<file path="src/rtl/countdown_mod60.sv">
// ---------------------------------------------------------------------------
// countdown_mod60
//   Settable 00-59 countdown timer with built-in prescaler and 7-segment
//   encoding for two digit displays. Counts down one step per CLK_DIV clock
//   cycles from a loaded BCD value, stops at 00 and pulses done once.
//
// Ports
//   clk          system clock, rising edge
//   reset        asynchronous, active-low; clears all state
//   load         load clamped load_tens/load_units, return to IDLE
//   load_tens    tens digit to load (values >5 clamp to 5)
//   load_units   units digit to load (values >9 clamp to 9)
//   start        begin (IDLE) or resume (PAUSE) counting
//   pause        suspend counting while running
//   tens/units   current digits, binary
//   seg_tens/
//   seg_units    active-high segments, bit0=a .. bit6=g
//   running      high while counting
//   done         one-cycle pulse when the count reaches 00
//
// state | meaning
// ------+------------------------------------------------
// IDLE  | loaded or reset, waiting for start
// RUN   | prescaler advancing, digits step on each tick
// PAUSE | prescaler and digits frozen, start resumes
// DONE  | reached 00, held until load or reset
// ---------------------------------------------------------------------------
module countdown_mod60 #(
  parameter int CLK_DIV = 50_000_000
) (
  input  logic       clk,
  input  logic       reset,
  input  logic       load,
  input  logic [2:0] load_tens,
  input  logic [3:0] load_units,
  input  logic       start,
  input  logic       pause,
  output logic [2:0] tens,
  output logic [3:0] units,
  output logic [6:0] seg_units,
  output logic [6:0] seg_tens,
  output logic       running,
  output logic       done
);

  localparam int PW = (CLK_DIV > 1) ? $clog2(CLK_DIV) : 1;
  localparam logic [PW-1:0] PRESC_TC = PW'(CLK_DIV - 1);

  typedef enum logic [1:0] {
    IDLE  = 2'd0,
    RUN   = 2'd1,
    PAUSE = 2'd2,
    DONE  = 2'd3
  } state_t;

  state_t          state_q;
  logic [2:0]      tens_q;
  logic [3:0]      units_q;
  logic [PW-1:0]   presc_q;
  logic            running_q;
  logic            done_q;

  logic [2:0]      tens_d;
  logic [3:0]      units_d;
  logic [2:0]      ld_tens_c;
  logic [3:0]      ld_units_c;
  logic            tick;
  logic            value_zero;
  logic            last_step;

  always_comb begin
    ld_tens_c  = (load_tens  > 3'd5) ? 3'd5 : load_tens;
    ld_units_c = (load_units > 4'd9) ? 4'd9 : load_units;
    // Decremented value with borrow from units into tens.
    tens_d  = tens_q;
    units_d = units_q - 4'd1;
    if (units_q == 4'd0) begin
      units_d = 4'd9;
      tens_d  = tens_q - 3'd1;
    end
    tick       = (presc_q == PRESC_TC);
    value_zero = (tens_q == 3'd0) && (units_q == 4'd0);
    last_step  = (tens_q == 3'd0) && (units_q == 4'd1);
  end

  always_ff @(posedge clk or negedge reset) begin
    if (!reset) begin
      state_q   <= IDLE;
      tens_q    <= 3'd0;
      units_q   <= 4'd0;
      presc_q   <= '0;
      running_q <= 1'b0;
      done_q    <= 1'b0;
    end else begin
      done_q <= 1'b0;
      if (load) begin
        tens_q    <= ld_tens_c;
        units_q   <= ld_units_c;
        presc_q   <= '0;
        state_q   <= IDLE;
        running_q <= 1'b0;
      end else begin
        case (state_q)
          IDLE: begin
            if (start && !value_zero) begin
              presc_q   <= '0;
              state_q   <= RUN;
              running_q <= 1'b1;
            end
          end
          RUN: begin
            // Pause beats a coincident tick; prescaler stays at terminal
            // count so the tick fires on the first cycle after resume.
            if (pause) begin
              state_q   <= PAUSE;
              running_q <= 1'b0;
            end else if (tick) begin
              presc_q <= '0;
              tens_q  <= tens_d;
              units_q <= units_d;
              if (last_step) begin
                state_q   <= DONE;
                running_q <= 1'b0;
                done_q    <= 1'b1;
              end
            end else begin
              presc_q <= presc_q + 1'b1;
            end
          end
          PAUSE: begin
            if (start && !value_zero) begin
              state_q   <= RUN;
              running_q <= 1'b1;
            end
          end
          DONE: begin
          end
          default: begin
            state_q   <= IDLE;
            running_q <= 1'b0;
          end
        endcase
      end
    end
  end

  function automatic logic [6:0] seg7(input logic [3:0] d);
    case (d)
      4'd0:    seg7 = 7'b0111111;
      4'd1:    seg7 = 7'b0000110;
      4'd2:    seg7 = 7'b1011011;
      4'd3:    seg7 = 7'b1001111;
      4'd4:    seg7 = 7'b1100110;
      4'd5:    seg7 = 7'b1101101;
      4'd6:    seg7 = 7'b1111101;
      4'd7:    seg7 = 7'b0000111;
      4'd8:    seg7 = 7'b1111111;
      4'd9:    seg7 = 7'b1101111;
      default: seg7 = 7'b0000000;
    endcase
  endfunction

  assign tens      = tens_q;
  assign units     = units_q;
  assign seg_tens  = seg7({1'b0, tens_q});
  assign seg_units = seg7(units_q);
  assign running   = running_q;
  assign done      = done_q;

endmodule

</file>
<file path="config.mk">
export PLATFORM = sky130hd
export DESIGN_NAME = countdown_mod60
export DESIGN_NICKNAME = d
export VERILOG_FILES = /design/src/rtl/countdown_mod60.sv
export SDC_FILE = /design/constraint.sdc
export NUM_CORES = 1
export LEC_CHECK = 0
export CELL_PAD_IN_SITES_DETAIL_PLACEMENT = 0
export CELL_PAD_IN_SITES_GLOBAL_PLACEMENT = 2
export CORE_ASPECT_RATIO = 0.9
export CORE_MARGIN = 4
export CORE_UTILIZATION = 36
export DETAILED_ROUTE_END_ITERATION = 8
export PLACE_DENSITY = 0.87
export SYNTH_ARGS = -nofsm -noshare
export SYNTH_HDL_FRONTEND = slang
export SYNTH_SLANG_ARGS = --single-unit
</file>
<file path="constraint.sdc">
create_clock -name clk -period 4.6 [get_ports clk]
set_input_delay 0.46 -clock clk [delete_from_list [all_inputs] [get_ports clk]]
set_output_delay 0.46 -clock clk [all_outputs]
set_load 0.01 [all_outputs]
</file>
; After elaboration in Yosys (flattened, before gate mapping)
; Memory sizes are Yosys's and may differ from the RTL's.
; Index checks and enable logic that the tools add are counted.
[word_totals]
regBits = 37
mem_bits_ro = 168
inputBits = 12
out_inout_bits = 23
word_cells = 74
memories = 2
[classes]
add_sub_neg = 3
order_cmp = 2
eq_ne = 10
muxes = 34
reduce_logical = 17
[memory_table]
columns = memory, words, width, read_ports, rd_clocked_by_memory_dff, wr, line_no
row1 = (name not given), 16, 7, 1, 0, 0, 148  ; case (d)
row2 = (name not given), 8, 7, 1, 0, 0, 148
[op_table]
columns = cell, n
row1 = two-way mux 26 bit, 4
row2 = case mux 26 bit (2 select lines), 1
row3 = adder 26 x 1 -> 26 bit (second input constant), 1
row4 = == test 26 bit (second input constant), 1
row5 = two-way mux 4 bit, 6
row6 = two-way mux 3 bit, 6
row7 = two-way mux 1 bit, 10
row8 = two-way mux 2 bit, 5
row9 = inequality test 4 bit (second input constant), 2
row10 = AND reduction 4 bit, 2
row11 = inequality test 3 bit (second input constant), 2
row12 = AND reduction 3 bit, 2
row13 = nonzero test 2 bit, 3
row14 = nonzero test 3 bit, 2
row15 = == test 4 x 1 -> 1 bit (second input constant), 1
row16 = greater-than comparator 4 bit (second input constant), 1
row17 = logical NOT 4 bit, 1
row18 = case mux 2 bit (2 select lines), 1
row19 = subtractor 4 x 1 -> 4 bit (second input constant), 1
row20 = greater-than comparator 3 bit (second input constant), 1
row21 = logical AND 1 bit, 3
row22 = logical NOT 3 bit, 1
row23 = inequality test 3 x 1 -> 1 bit (second input constant), 1
row24 = subtractor 3 x 1 -> 3 bit (second input constant), 1
row25 = 7 further kinds, 7

; Logic depth before layout (Yosys ltp)
; Gate-level depths: netlist (run 1).
[depth]
ltp_word = 7
ltp_mapped = 9
ltp_nobuf = 7

; Worst setup path after synthesis (run 1)
; OpenSTA, ideal clock, no wires.
[synth_path]
path_kind = flip-flop to flip-flop
startpoint = register units_q[1], in the netlist units[1]
endpoint = register presc_q[11]
setup_ns = 0.138
t_arrival_ns = 2.274
required_time_ns = 4.462
setup_slack_ns = 2.187
stages_incl_launch_ff = 9
n_path_buf = 2
synth_period_minus_slack_ns = 2.413
cell_sequence = dfrtp_1 > inv_1 > ha_1 > nor3b_1 > a221oi_1 > or2_2 > clkbuf_1 > buf_1 > a31oi_1
[synth_via]
elab_chain_cells = 6
[synth_rtl]
columns = element, line_no
row1 = from (decl), 58  ; logic [3:0] units_q;
row2 = from (signal assigned), 98  ; units_q <= ld_units_c;
row3 = from (signal assigned), 120  ; units_q <= units_d;
row4 = logical NOT 4 bit, 82  ; value_zero = (tens_q == 3'd0) && (units_q == 4'd0);
row5 = logical AND 1 bit, 82
row6 = logical NOT 1 bit, 105  ; if (start && !value_zero) begin
row7 = logical AND 1 bit, 105
row8 = inequality test 3 bit (no source line), n/a
row9 = AND reduction 3 bit (no source line), n/a
row10 = to (signal assigned), 127  ; presc_q <= presc_q + 1'b1;
row11 = to (decl), 59  ; logic [PW-1:0] presc_q;
; No other way between the ends.
; A chain may end at the register's enable or synchronous reset.

; Worst setup path after layout (run 1)
[layout_path]
startpoint = register units_q[1], in the netlist units[1]
endpoint = register presc_q[21]
; Same word-level chain as after synthesis.

==> flow_summary_export.csv, run 1 <==
group,metric,value,unit
outcome,outcome,"completed",
worst_setup_path,rr_endpoint,"presc_q[21]",
clocking,cts.sinks,37,
power_and_ir_drop,power_frac_comb,21.1,%
floorplan,die_h,87.71,µm
clocking,ctsHoldBuffers,0,
route,routed_wl,6362,µm
synthesis,ys_ff_latch,37,
worst_setup_path,start_kind,"register",
sta,fmax,380.2,MHz
floorplan,start_util,37.78,%
synthesis,synth-seq-area-share,36.44,%
sta,hold_viol,0,
power_and_ir_drop,internal_power,0.5779,mW
grt,grt_pass1_wl,10820,µm
place,gp_congestion,0.7748,
clocking,cts_tree,"yes",
finish,layout_common_cells,"37 x dfrtp_1, 33 x clkdlybuf4s50_1, 30 x nand2_1",
clocking,clk_latency,0.30,ns
sta,fin_skew,0.01316,ns
finish,multi_input_comb_area,0.001485,mm²
sta,min_period_over_period,57.18,%
sta,slew_headroom,42.52,%
sta,period_minus_slack,2.630,ns
worst_setup_path,path_class,"register to register",
finish,nets,351,
worst_setup_path,required,4.82,ns
clocking,htree_num_levels,2,
finish,antennaDiodeCount,0,
place,post-dp-hpwl,4658,µm
worst_setup_path,rrSetupSlack,1.97,ns
clocking,ctsResizeCount,0,
power_and_ir_drop,p_clk_share,35.8,%
finish,fin_util,44.88,%
place,io_buffer_count,34,
synthesis,synth-edff-count,0,
floorplan,pin_count,35,
sta,tns,0,ns
finish,final_common_cell,"dfrtp_1",
floorplan,rows,28,
grt,grtUsageTotal,15.95,%
clocking,cts_buffers,5,
finish,n_fill_cell,664,
power_and_ir_drop,leakagePower,1.220,nW
clocking,clock_path_buffers,2,
worst_setup_path,worstReg2RegStart,"units[1]",
worst_setup_path,cp.arrival,2.85,ns
grt,antenna_found_initial,0,
route,antenna_left,0,
clocking,cts.clk_slew.worst_paths,0.09,ns
worst_setup_path,cp-end-kind,"register",
worst_setup_path,crit_fanout,10,
route,num_vias,2281,
clocking,post_cts_buffers,0,
synthesis,ys_types,53,
synthesis,synth_area,0.002541,mm²
flow_run,maxCapViolCount,0,
synthesis,ys_async_sr_fraction,100.0,%
synthesis,synth_cells,299,
power_and_ir_drop,powerDensity,269.3,mW/mm²
finish,syn_to_final_growth,18.81,%
sta,tightestPinTransition,0.8622,ns
sta,rsz0062_at_grt,"no",
finish,final-seq-area,925.9,µm²
route,drc_errors,0,
power_and_ir_drop,power.switching,0.2350,mW
grt,gr-total-overflow,0,
clocking,cts-root-buf,"clkbuf_8",
synthesis,synth_warnings,0,
sta,setup_viol,0,
synthesis,syn_nets,324,
grt,grt_max_degree,38,
grt,grt_pass1_vias,2171,
synthesis,avgSynthCellArea,8.499,µm²
power_and_ir_drop,seqPwrFrac,43.1,%
route,via_per_inst,5.470,
floorplan,die_w,96.56,µm
worst_setup_path,rr_worst_depth,7,
route,drt_iter0_drc,91,
floorplan,dieArea,0.008469,mm²
route,wire_per_inst,15.26,µm
finish,drive_gt1_share,6.422,%
floorplan,coreArea,0.006726,mm²
route,first_pass_iters,4,
power_and_ir_drop,peakVddDrop,126.0,µV
sta,slew_viol_final,0,
power_and_ir_drop,swShare,28.91,%
worst_hold_path,hold_path.class,"input pin to asynchronous set/reset pin",
synthesis,synth-main-ff-cell,"dfrtp_1",
## worst max-delay path, stage by stage (launching register included)
cell	delay, ns
dfrtp_1	0.50
inv_1	0.16
ha_1	0.29
nor3b_1	0.53
a221oi_1	0.22
nor2_1	0.55
nor2_1	0.15
a21oi_1	0.17
## per-stage QoR
| stage | total power [mW] | instances | hold WS [ns] | setup WS (ns) | instance area, µm² |
|---|---|---|---|---|---|
| floorplan | 0.4443 | 299 | 0.1644 | 2.187 | 2541 |
| global placement | 0.5325 | 409 | 0.4772 | 1.807 | 2904 |
| detailed placement | 0.5306 | 409 | 0.4704 | 1.769 | 2904 |
| CTS | 0.8214 | 417 | 0.3075 | 1.975 | 3019 |
| global route | 0.8527 | 417 | 0.3503 | 1.634 | 3019 |
| finish | 0.8129 | 417 | 0.2763 | 1.970 | 3019 |
## power by group through the flow
stage	registers, mW	clock network, mW	logic (mW)
global route	0.353	0.308	0.192
CTS	0.350	0.297	0.174
floorplan	0.352	0	0.0924
finish	0.350	0.291	0.172
detailed placement	0.357	0	0.174
global placement	0.357	0	0.176
## per-layer routing
| metal | vias up | part of all wire [%] | GRT usage, % |
|---|---|---|---|
| li1 | 1154 | - | - |
| met1 | 1084 | 53 | 25.13 |
| met2 | 39 | 42 | 22.81 |
| met3 | 4 | 4.3 | 2.749 |
| met4 | 0 | 0.57 | 3.057 |
| met5 | - | 0 | 0 |
## state kept, by name, summed over array words and instances, names as in the netlist
signal   cells
presc_q     26
done         1
state_q      2
units        4
tens         3
running      1
## how the worst max path moves through the flow
stage               cells past startpoint  slack (ns)          end  startpoint
floorplan                               8        2.19  presc_q[11]    units[1]
global placement                        6        1.81  presc_q[18]        load
detailed placement                      6        1.77  presc_q[18]        load
CTS                                     7        1.97   presc_q[4]    units[1]
global route                            7        1.63   presc_q[4]    units[1]
finish                                  7        1.97  presc_q[21]    units[1]
## synthesized netlist by cell type, drive strengths merged (2+ instances only)
cell type	number	area share [%]
o21ai	29	5.7
nor2b	4	0.98
and4	3	1.1
o31ai	5	1.5
inv	12	1.8
o21ba	2	0.79
or4	3	1.0
o22ai	2	0.49
dfrtp	37	36
a21oi	26	5.4
nand2	30	4.4
and3	8	2.1
and2	2	0.49
nor4	6	2.3
o21a	2	0.59
a31oi	16	3.9
nand3	11	2.2
ha	13	6.4
nor2	22	3.2
nand2b	12	3.0
a41oi	6	2.1
mux2i	4	1.6
clkbuf	7	1.0
nand4	7	1.7
buf	7	2.3
nor3b	2	0.59
xnor2	3	1.0
nor3	4	1.2
## cell type report
type                            instances  share of cell area [%]
Tap cell                               90                   3.730
Inverter                               12                   1.492
Timing Repair Buffer                   34                   11.11
Clock buffer                            5                   2.279
Clock inverter                          3                   1.533
Sequential cell                        37                   30.67
Multi-Input combinational cell        236                   49.19
## logic make-up after synthesis
logic type      synth area share (%)
mux                            1.576
xor+xnor                       1.379
fa+ha+maj                      6.401
compound gates                 23.59
buf+inv                        5.120
flops                          36.44
simple gates                   25.50
Note: power is estimated with default switching activity, not from simulation.
==> run 2: changes to the inputs <==
Settings changed: CORE_UTILIZATION 36 to 30, PLACE_DENSITY 0.87 to 0.77.
Clock period 4.6 ns to 2.3 ns, I/O delays scaled along.
==> flow_summary_export.csv, run 2 (synthesized netlist as in run 1, its figures left out) <==
group,metric,value,unit
route,via_per_inst,5.330,
finish,nets,383,
route,drt_iter0_drc,91,
floorplan,coreArea,0.008145,mm²
worst_setup_path,crit_fanout,23,
route,num_vias,2441,
grt,grt_max_degree,24,
power_and_ir_drop,seqPwrFrac,43.1,%
clocking,cts.clk_slew.worst_paths,0.08,ns
sta,setup_viol,0,
route,highest_layer,"met4",
worst_setup_path,cp.arrival,2.45,ns
power_and_ir_drop,powerDensity,484.7,mW/mm²
floorplan,pin_count,35,
route,first_pass_iters,7,
finish,syn_to_final_growth,29.84,%
sta,rsz0062_at_grt,"yes",
place,post-dp-hpwl,5224,µm
clocking,htree_num_levels,2,
clocking,cts_tree,"yes",
sta,slew_viol_final,0,
worst_setup_path,cp-end-kind,"register",
place,place_area,0.003152,mm²
sta,fmax,439.6,MHz
grt,antenna_found_initial,0,
route,drc_errors,0,
grt,gr-total-overflow,0,
floorplan,rows,31,
floorplan,die_w,105.0,µm
grt,grt_pass1_vias,2354,
sta,min_period_over_period,98.91,%
worst_setup_path,rr_worst_depth,5,
clocking,cts_buffers,5,
floorplan,start_util,31.20,%
sta,tightestPinTransition,0.5017,ns
finish,final_common_cell,"dfrtp_1",
power_and_ir_drop,power_frac_comb,24.5,%
finish,layout_common_cells,"35 x dfrtp_1, 33 x clkdlybuf4s50_1, 30 x nand2_1",
clocking,clk_latency,0.29,ns
power_and_ir_drop,p_clk_share,32.3,%
flow_run,maxCapViolCount,0,
clocking,clock_path_buffers,2,
power_and_ir_drop,internal_power,1.130,mW
sta,hold_viol,0,
place,io_buffer_count,34,
worst_hold_path,hold_path.class,"input pin to asynchronous set/reset pin",
route,antenna_left,0,
route,wire_per_inst,15.18,µm
outcome,outcome,"completed",
sta,period_minus_slack,2.275,ns
finish,largest_reg_flops,26,
floorplan,die_h,95.32,µm
worst_setup_path,start_kind,"register",
grt,grt_pass1_wl,11750,µm
sta,fin_skew,0.006401,ns
worst_setup_path,path_class,"register to register",
finish,drive_gt1_share,15.88,%
finish,antennaDiodeCount,0,
worst_setup_path,required,2.47,ns
route,routed_wl,6952,µm
power_and_ir_drop,total_power,1.599,mW
grt,grtUsageTotal,14.38,%
clocking,cts.sinks,37,
route,wl_met1,3428,µm
route,wl_met2,3135,µm
finish,n_fill_cell,830,
sta,slew_headroom,66.55,%
place,gp_congestion,0.7876,
route,met3_wirelength,343,µm
power_and_ir_drop,swShare,29.34,%
power_and_ir_drop,power.switching,0.4692,mW
finish,largest-register,"presc_q",
power_and_ir_drop,peakVddDrop,228.3,µV
floorplan,dieArea,0.01001,mm²
finish,design_area,0.003299,mm²
clocking,cts-root-buf,"clkbuf_8",
power_and_ir_drop,leakagePower,1.398,nW
[run 2: timing repair]
| item | CTS | global route |
|---|---|---|
| hold buffers | 1 | 0 |
| setup endpoints to repair | 1 | 34 |
| resized for setup | 1 | 4 |
| setup buffers | 0 | 2 |
| pin swaps | 0 | 2 |
| hold endpoints to repair | 21 | 0 |
[run 2: layer usage]
| layer | vias up | GRT usage, % |
|---|---|---|
| li1 | 1223 | - |
| met1 | 1148 | 19.72 |
| met2 | 65 | 23.77 |
| met3 | 5 | 2.573 |
| met4 | 0 | 3.279 |
| met5 | - | 0 |
[run 2: path summary, 6_finish.rpt]
kind	start	slack [ns]	endpoint
max in group asynchronous	reset	1.25	presc_q[16]
min in group clk	presc_q[25]	0.48	presc_q[25]
hold / removal	reset	0.43	presc_q[9]
hold reg to reg	presc_q[25]	0.48	presc_q[25]
setup / recovery	presc_q[8]	0.03	presc_q[7]
setup reg to reg	presc_q[8]	0.03	presc_q[7]
[run 2: area by class of cell]
| class | count | area, µm² | share of cell area [%] |
|---|---|---|---|
| Sequential cell | 37 | 928.4 | 28.14 |
| Multi-Input combinational cell | 236 | 1506 | 45.66 |
| Timing Repair Buffer | 66 | 594.3 | 18.01 |
| Inverter | 12 | 45.04 | 1.365 |
| Clock buffer | 7 | 96.34 | 2.920 |
| Clock inverter | 1 | 5.005 | 0.1517 |
| Tap cell | 99 | 123.9 | 3.754 |
[run 2: power by group through the flow]
stage | Sequential, mW | Combinational, mW | Clock [mW]
2_1_floorplan | 0.704 | 0.186 | 0
3_3_place_gp | 0.703 | 0.393 | 0
3_5_place_dp | 0.703 | 0.395 | 0
4_1_cts | 0.690 | 0.398 | 0.533
5_1_grt | 0.695 | 0.433 | 0.564
6_report | 0.690 | 0.393 | 0.517
[run 2: critical path: stages (launching register included)]
cell and delay (ns):
dfrtp_1 0.38, or4_1 0.52, or4_4 0.58, o21ba_2 0.40, o21ai_0 0.16, a31oi_1 0.10
[run 2: per-stage QoR]
step           hold slack [ns]  setup WS (ns)  setup TNS, ns  instances  utilization, %
2_1_floorplan         -0.06559       0.001421              0        299               -
5_1_grt                 0.4832       -0.07493        -0.8793        458           40.51
3_3_place_gp            0.2326        0.02590              0        447           38.69
4_1_cts                 0.4399       0.002987              0        456           40.12
6_report                0.4299        0.02516              0        458           40.51
3_5_place_dp            0.2296      -0.001247      -0.001247        447           38.69
